<file path="config.mk">
export PLATFORM = sky130hd
export DESIGN_NAME = morse_decoder
export DESIGN_NICKNAME = d
export VERILOG_FILES = /design/src/rtl/morse_decoder.sv
export SDC_FILE = /design/constraint.sdc
export NUM_CORES = 1
export LEC_CHECK = 0
export CAP_MARGIN = 5
export CELL_PAD_IN_SITES_DETAIL_PLACEMENT = 1
export CELL_PAD_IN_SITES_GLOBAL_PLACEMENT = 1
export CORE_UTILIZATION = 50
export CTS_CLUSTER_DIAMETER = 100
export CTS_CLUSTER_SIZE = 8
export DETAILED_ROUTE_END_ITERATION = 8
export PLACE_DENSITY_LB_ADDON = 0.1
export SLEW_MARGIN = 20
export SYNTH_ARGS = -nofsm -noshare
export SYNTH_HDL_FRONTEND = slang
export SYNTH_SLANG_ARGS = --single-unit
export TNS_END_PERCENT = 20
</file>
<file path="constraint.sdc">
create_clock -name clk_24 -period 5.6 [get_ports clk_24]
set_input_delay 1.12 -clock clk_24 [delete_from_list [all_inputs] [get_ports clk_24]]
set_output_delay 1.12 -clock clk_24 [all_outputs]
set_load 0.01 [all_outputs]
</file>
<file path="src/rtl/morse_decoder.sv">
// Morse straight-key decoder: synchronizes the key line, times marks and spaces in
// Morse units and emits one ASCII strobe per decoded letter or word gap.
module morse_decoder #(
  parameter int unsigned CLK_DIVIDER = 1_200_000,
  parameter int unsigned DASH_MIN    = 2,
  parameter int unsigned LETTER_GAP  = 3,
  parameter int unsigned WORD_GAP    = 7
) (
  input  logic       clk_24,
  input  logic       rst,
  input  logic       key_in,
  output logic [7:0] o_data,
  output logic       o_valid,
  output logic       o_err,
  output logic       o_key
);

  localparam int unsigned PrescW = (CLK_DIVIDER > 1) ? $clog2(CLK_DIVIDER) : 1;
  localparam logic [PrescW-1:0] PrescLast = PrescW'(CLK_DIVIDER - 1);
  // The edge cycle itself is count 0, so the next cycle resumes at 1.
  localparam logic [PrescW-1:0] PrescRestart = (CLK_DIVIDER > 1) ? PrescW'(1) : '0;
  localparam logic [2:0] DashMin    = 3'(DASH_MIN);
  localparam logic [2:0] LetterLast = 3'(LETTER_GAP - 1);
  localparam logic [2:0] WordLast   = 3'(WORD_GAP - 1);

  typedef enum logic [1:0] {StIdle, StMark, StSpace} state_e;

  state_e            state_q, state_d;
  logic              sync1_q, sync2_q, prev_q;
  logic [PrescW-1:0] presc_q, presc_d;
  logic [2:0]        dur_q, dur_d;
  logic [6:0]        code_q, code_d;
  logic [2:0]        len_q, len_d;
  logic              ovf_q, ovf_d;
  logic              wp_q, wp_d;
  logic [7:0]        data_q, data_d;
  logic              valid_q, valid_d;
  logic              err_q, err_d;
  logic              key_edge, key_rise, key_fall, tick;
  logic [7:0]        letter;

  function automatic logic [7:0] morse_lut(input logic [2:0] len, input logic [6:0] code);
    logic [7:0] ch;
    ch = 8'h00;
    case ({len, code})
      {3'd1, 7'd0}:  ch = "E";
      {3'd1, 7'd1}:  ch = "T";
      {3'd2, 7'd0}:  ch = "I";
      {3'd2, 7'd2}:  ch = "A";
      {3'd2, 7'd1}:  ch = "N";
      {3'd2, 7'd3}:  ch = "M";
      {3'd3, 7'd0}:  ch = "S";
      {3'd3, 7'd4}:  ch = "U";
      {3'd3, 7'd2}:  ch = "R";
      {3'd3, 7'd6}:  ch = "W";
      {3'd3, 7'd1}:  ch = "D";
      {3'd3, 7'd5}:  ch = "K";
      {3'd3, 7'd3}:  ch = "G";
      {3'd3, 7'd7}:  ch = "O";
      {3'd4, 7'd0}:  ch = "H";
      {3'd4, 7'd8}:  ch = "V";
      {3'd4, 7'd4}:  ch = "F";
      {3'd4, 7'd2}:  ch = "L";
      {3'd4, 7'd6}:  ch = "P";
      {3'd4, 7'd14}: ch = "J";
      {3'd4, 7'd1}:  ch = "B";
      {3'd4, 7'd9}:  ch = "X";
      {3'd4, 7'd5}:  ch = "C";
      {3'd4, 7'd13}: ch = "Y";
      {3'd4, 7'd3}:  ch = "Z";
      {3'd4, 7'd11}: ch = "Q";
      {3'd5, 7'd31}: ch = "0";
      {3'd5, 7'd30}: ch = "1";
      {3'd5, 7'd28}: ch = "2";
      {3'd5, 7'd24}: ch = "3";
      {3'd5, 7'd16}: ch = "4";
      {3'd5, 7'd0}:  ch = "5";
      {3'd5, 7'd1}:  ch = "6";
      {3'd5, 7'd3}:  ch = "7";
      {3'd5, 7'd7}:  ch = "8";
      {3'd5, 7'd15}: ch = "9";
      default:       ch = 8'h00;
    endcase
    return ch;
  endfunction

  always_comb begin
    key_edge = sync2_q ^ prev_q;
    key_rise = sync2_q & ~prev_q;
    key_fall = ~sync2_q & prev_q;
    tick     = ~key_edge & (presc_q == PrescLast);
    presc_d  = key_edge ? PrescRestart : (tick ? '0 : presc_q + 1'b1);
    if (key_edge)                 dur_d = 3'd0;
    else if (tick && dur_q != 3'd7) dur_d = dur_q + 3'd1;
    else                          dur_d = dur_q;
  end

  always_comb begin
    state_d = state_q;
    code_d  = code_q;
    len_d   = len_q;
    ovf_d   = ovf_q;
    wp_d    = wp_q;
    data_d  = data_q;
    valid_d = 1'b0;
    err_d   = 1'b0;
    letter  = morse_lut(len_q, code_q);
    case (state_q)
      StIdle: if (key_rise) state_d = StMark;
      StMark: begin
        if (key_fall) begin
          if (dur_q != 3'd0) begin
            if (len_q == 3'd7) begin
              ovf_d = 1'b1;
            end else begin
              code_d = code_q | (7'(dur_q >= DashMin) << len_q);
              len_d  = len_q + 3'd1;
            end
          end
          state_d = (len_d != 3'd0 || wp_q) ? StSpace : StIdle;
        end
      end
      StSpace: begin
        if (key_rise) begin
          state_d = StMark;
        end else if (tick) begin
          if (dur_q == LetterLast && (len_q != 3'd0 || ovf_q)) begin
            valid_d = 1'b1;
            err_d   = ovf_q || (letter == 8'h00);
            data_d  = err_d ? "?" : letter;
            code_d  = 7'd0;
            len_d   = 3'd0;
            ovf_d   = 1'b0;
            wp_d    = 1'b1;
          end else if (dur_q == WordLast && wp_q) begin
            valid_d = 1'b1;
            data_d  = " ";
            wp_d    = 1'b0;
            state_d = StIdle;
          end
        end
      end
      default: state_d = StIdle;
    endcase
  end

  always_ff @(posedge clk_24 or posedge rst) begin
    if (rst) begin
      state_q <= StIdle;
      sync1_q <= 1'b0;
      sync2_q <= 1'b0;
      prev_q  <= 1'b0;
      presc_q <= '0;
      dur_q   <= 3'd0;
      code_q  <= 7'd0;
      len_q   <= 3'd0;
      ovf_q   <= 1'b0;
      wp_q    <= 1'b0;
      data_q  <= 8'h00;
      valid_q <= 1'b0;
      err_q   <= 1'b0;
    end else begin
      state_q <= state_d;
      sync1_q <= key_in;
      sync2_q <= sync1_q;
      prev_q  <= sync2_q;
      presc_q <= presc_d;
      dur_q   <= dur_d;
      code_q  <= code_d;
      len_q   <= len_d;
      ovf_q   <= ovf_d;
      wp_q    <= wp_d;
      data_q  <= data_d;
      valid_q <= valid_d;
      err_q   <= err_d;
    end
  end

  assign o_data  = data_q;
  assign o_valid = valid_q;
  assign o_err   = err_q;
  assign o_key   = sync2_q;

endmodule

</file>
==> flow_summary_export.csv <==
group,metric,value,unit
clocking,post_cts_buffers,0,
cells_and_area,finalNonFillerCells,442,
clocking,cts_buffers,5,
timing,final_hold_viol_count,0,
clocking,cts-root-buf,"clkbuf_8",
run_status,status,"complete, no violations",
timing,fin_crit,2.755,ns
placed_design,placed_area,0.003269,sq mm
critical_path,cpLargestDelayFamily,"flip-flops",
timing,worst_pin_slew,0.9339,ns
placed_design,dp_slack,2.940,ns
logic_synthesis,synthSimpleGateAreaFrac,29.86,%
clocking,max-clock-path-buffers,2,
grt,grt_pass1_vias,2942,
detailed_routing,drc,0,
power_and_ir_drop,clock_power_share,35.6,%
detailed_routing,detail_route.first_pass.iterations,4,
logic_synthesis,synth-compound-area-share,15.21,%
clocking,path_clk_slew,0.10,ns
timing,setup_viol,0,
floorplanning,die_area,0.006692,sq mm
floorplanning,core,0.006026,sq mm
logic_synthesis,synth_top_area_share,39.29,%
critical_path,cp_cell_sequence,"clkinv_1 -> ha_1 -> a21oi_1 -> nand2_1 -> or2_1 -> a22o_1",
power_and_ir_drop,swShare,26.11,%
clocking,cts.sinks,50,
power_and_ir_drop,switchingPower,0.1655,mW
timing,slew_headroom,36.95,%
grt,grt_pass1_wl,14810,microns
grt,grt_antenna_before_repair,0,
logic_synthesis,synth_cell_types,60,
timing,max_freq,0.3630,GHz
logic_synthesis,synth-seq-cells,50,
cells_and_area,insertedDiodeCount,0,
floorplanning,io_pins,14,
clocking,cts_hold_buffers,0,
detailed_routing,routed_wl,8938,microns
placed_design,hpwl,6224,microns
critical_path,start_kind,"flop",
grt,grtUsageTotal,29.70,%
power_and_ir_drop,pwr-share-seq,59.4,%
cells_and_area,fin_nets,378,
worst_hold_path,hp-class,"reg -> reg",
timing,worst_slack,2.845,ns
logic_synthesis,synth-xor-area-share,6.051,%
critical_path,critPathRequiredTime,5.80,ns
critical_path,critPathBufInv,1,
logic_synthesis,synth.area.top_cells,"dfrtp_1, nor2_1, nand2_1, nand3_1, xor2_1",
logic_synthesis,synth_fp_nets,387,
placed_design,numPlacedInstances,434,
logic_synthesis,synth_ff_type,"dfrtp_1",
critical_path,cp_slowest_cell,"dfrtp_1",
critical_path,end_kind,"flop",
logic_synthesis,synthAdderAreaFrac,3.536,%
timing,final_max_slew_viol_count,0,
clocking,ctsResizeCount,0,
timing,rsz0062_at_grt,"no",
logic_synthesis,async_flop_share,100.0,%
power_and_ir_drop,p_comb_share,5.0,%
power_and_ir_drop,power_density,188.5,mW/mm^2
clocking,htree_levels,2,
floorplanning,die_w,81.81,microns
cells_and_area,drive_gt1_share,4.360,%
grt,grt_overflow,0,
critical_path,critPathMaxFanout,21,
detailed_routing,avgViaCountPerCell,6.394,
cells_and_area,postLayoutCellArea,0.003363,sq mm
logic_synthesis,yosysWarnings,0,
logic_synthesis,syn_area_per_cell,8.491,sq um
detailed_routing,antenna_left,0,
detailed_routing,wl_per_cell,20.22,microns
logic_synthesis,synth_largest_area_cell,"dfrtp_1",
critical_path,cp_slowest_stage_delay,0.79,ns
power_and_ir_drop,p_int,0.4685,mW
flow_run,cap_violations,0,
logic_synthesis,synth-edff-count,0,
detailed_routing,vias,2826,
logic_synthesis,synthMuxAreaShare,0.3536,%
power_and_ir_drop,leakage,1.426,nW
floorplanning,fp-row-count,28,
power_and_ir_drop,ir_drop,0.0001402,V
placed_design,portBuffers,12,
placed_design,gp_congestion,0.9397,
logic_synthesis,syn_area,0.003184,sq mm
critical_path,crit_arrival,2.96,ns
grt,grt_max_degree,51,
logic_synthesis,synthCells,375,
logic_synthesis,yosysSeqAreaShare,39.29,%
logic_synthesis,synth_top_family_by_area,"simple AND/OR/NAND/NOR gates",
cells_and_area,area_delta_synth_final,5.619,%
timing,skew,0.01782,ns
floorplanning,initial_utilization,52.84,%
floorplanning,dieHeight,81.81,microns
clocking,cts_tree,"yes",
cells_and_area,fin_util,55.81,%
detailed_routing,drtIter0Drc,263,
timing,holdWs,0.3631,ns
critical_path,crit_type,"reg -> reg",
clocking,clock_latency,0.33,ns
power_and_ir_drop,totalPowerFinal,0.6340,mW
timing,fin_tns_setup,0,ns
timing,post-route-period-util,49.20,%
[metal layers]
metal | routed length (microns) | up-vias | GRT usage, %
met1 | 3778 | 1408 | 35.75
met5 | 0 | - | 0
li1 | - | 1312 | -
met4 | 374 | 0 | 16.32
met2 | 4411 | 75 | 47.93
met3 | 374 | 31 | 8.000
[cells in the mapped netlist (all sizes together) (8+ instances only)]
cell / number
nand4: 9
xnor2: 9
nand3: 25
ha: 9
nand2: 38
buf: 13
inv: 10
o21ai: 18
nor3: 8
xor2: 13
dfrtp: 50
a21oi: 9
nor2: 44
clkbuf: 16
[flip-flops by register name (all words and copies together) (netlist names), 2 cells and up]
register / cells
presc_q: 21
dur_q: 3
len_q: 3
code_q: 7
state_q: 2
o_data: 7
[power groups by stage]
stage / clock network [mW] / registers (mW) / logic [mW]
floorplan: 0 / 0.382 / 0.0240
global placement: 0 / 0.384 / 0.0317
detailed placement: 0 / 0.384 / 0.0324
CTS: 0.228 / 0.377 / 0.0329
global route: 0.247 / 0.378 / 0.0375
finish: 0.226 / 0.377 / 0.0318
[worst register-to-register path, delay by kind of cell (launching register included)]
kind | cells | cell delay (ns)
adder cells (fa/ha/maj) | 1 | 0.34
buffers and inverters | 1 | 0.48
AO/OA/AOI/OAI | 2 | 0.50
AND/OR/NAND/NOR | 2 | 0.54
flip-flops | 1 | 0.79
[cells by family after synthesis]
group,Yosys count
multiplexers,1
XOR/XNOR,22
other,1
flip-flops,50
buffers and inverters,40
AND/OR/NAND/NOR,181
adder cells (fa/ha/maj),9
AO/OA/AOI/OAI,71
[worst paths after layout]
check / depth (start not counted) / start / slack (ns) / end
max in group asynchronous: 2 / rst / 3.79 / state_q[0]
setup / recovery: 6 / len_q[0] / 2.84 / code_q[2]
setup reg to reg: 6 / len_q[0] / 2.84 / code_q[2]
min in group asynchronous: 2 / rst / 1.25 / o_data[5]
hold / removal: 0 / sync1_q / 0.36 / o_key
hold reg to reg: 0 / sync1_q / 0.36 / o_key
[cell type report]
class | instances | area, sq um
Clock inverter | 3 | 23.77
Sequential cell | 50 | 1251
Multi-Input combinational cell | 285 | 1755
Timing Repair Buffer | 13 | 127.6
Inverter | 11 | 42.54
Clock buffer | 5 | 68.82
Fill cell | 728 | 2663
Tap cell | 75 | 93.84
[cell usage in the layout, fill, tap and decap left out, drive strengths merged, types with 6 or more instances in the layout]
cell / n
a21oi: 9
and3: 7
clkdlybuf4s50: 12
dfrtp: 50
ha: 9
inv: 10
nand2: 38
nand2b: 7
nand3: 25
nand4: 9
nor2: 44
nor3: 8
nor4: 6
o21ai: 18
xnor2: 9
xor2: 13
(Power assumes the default switching activity.)
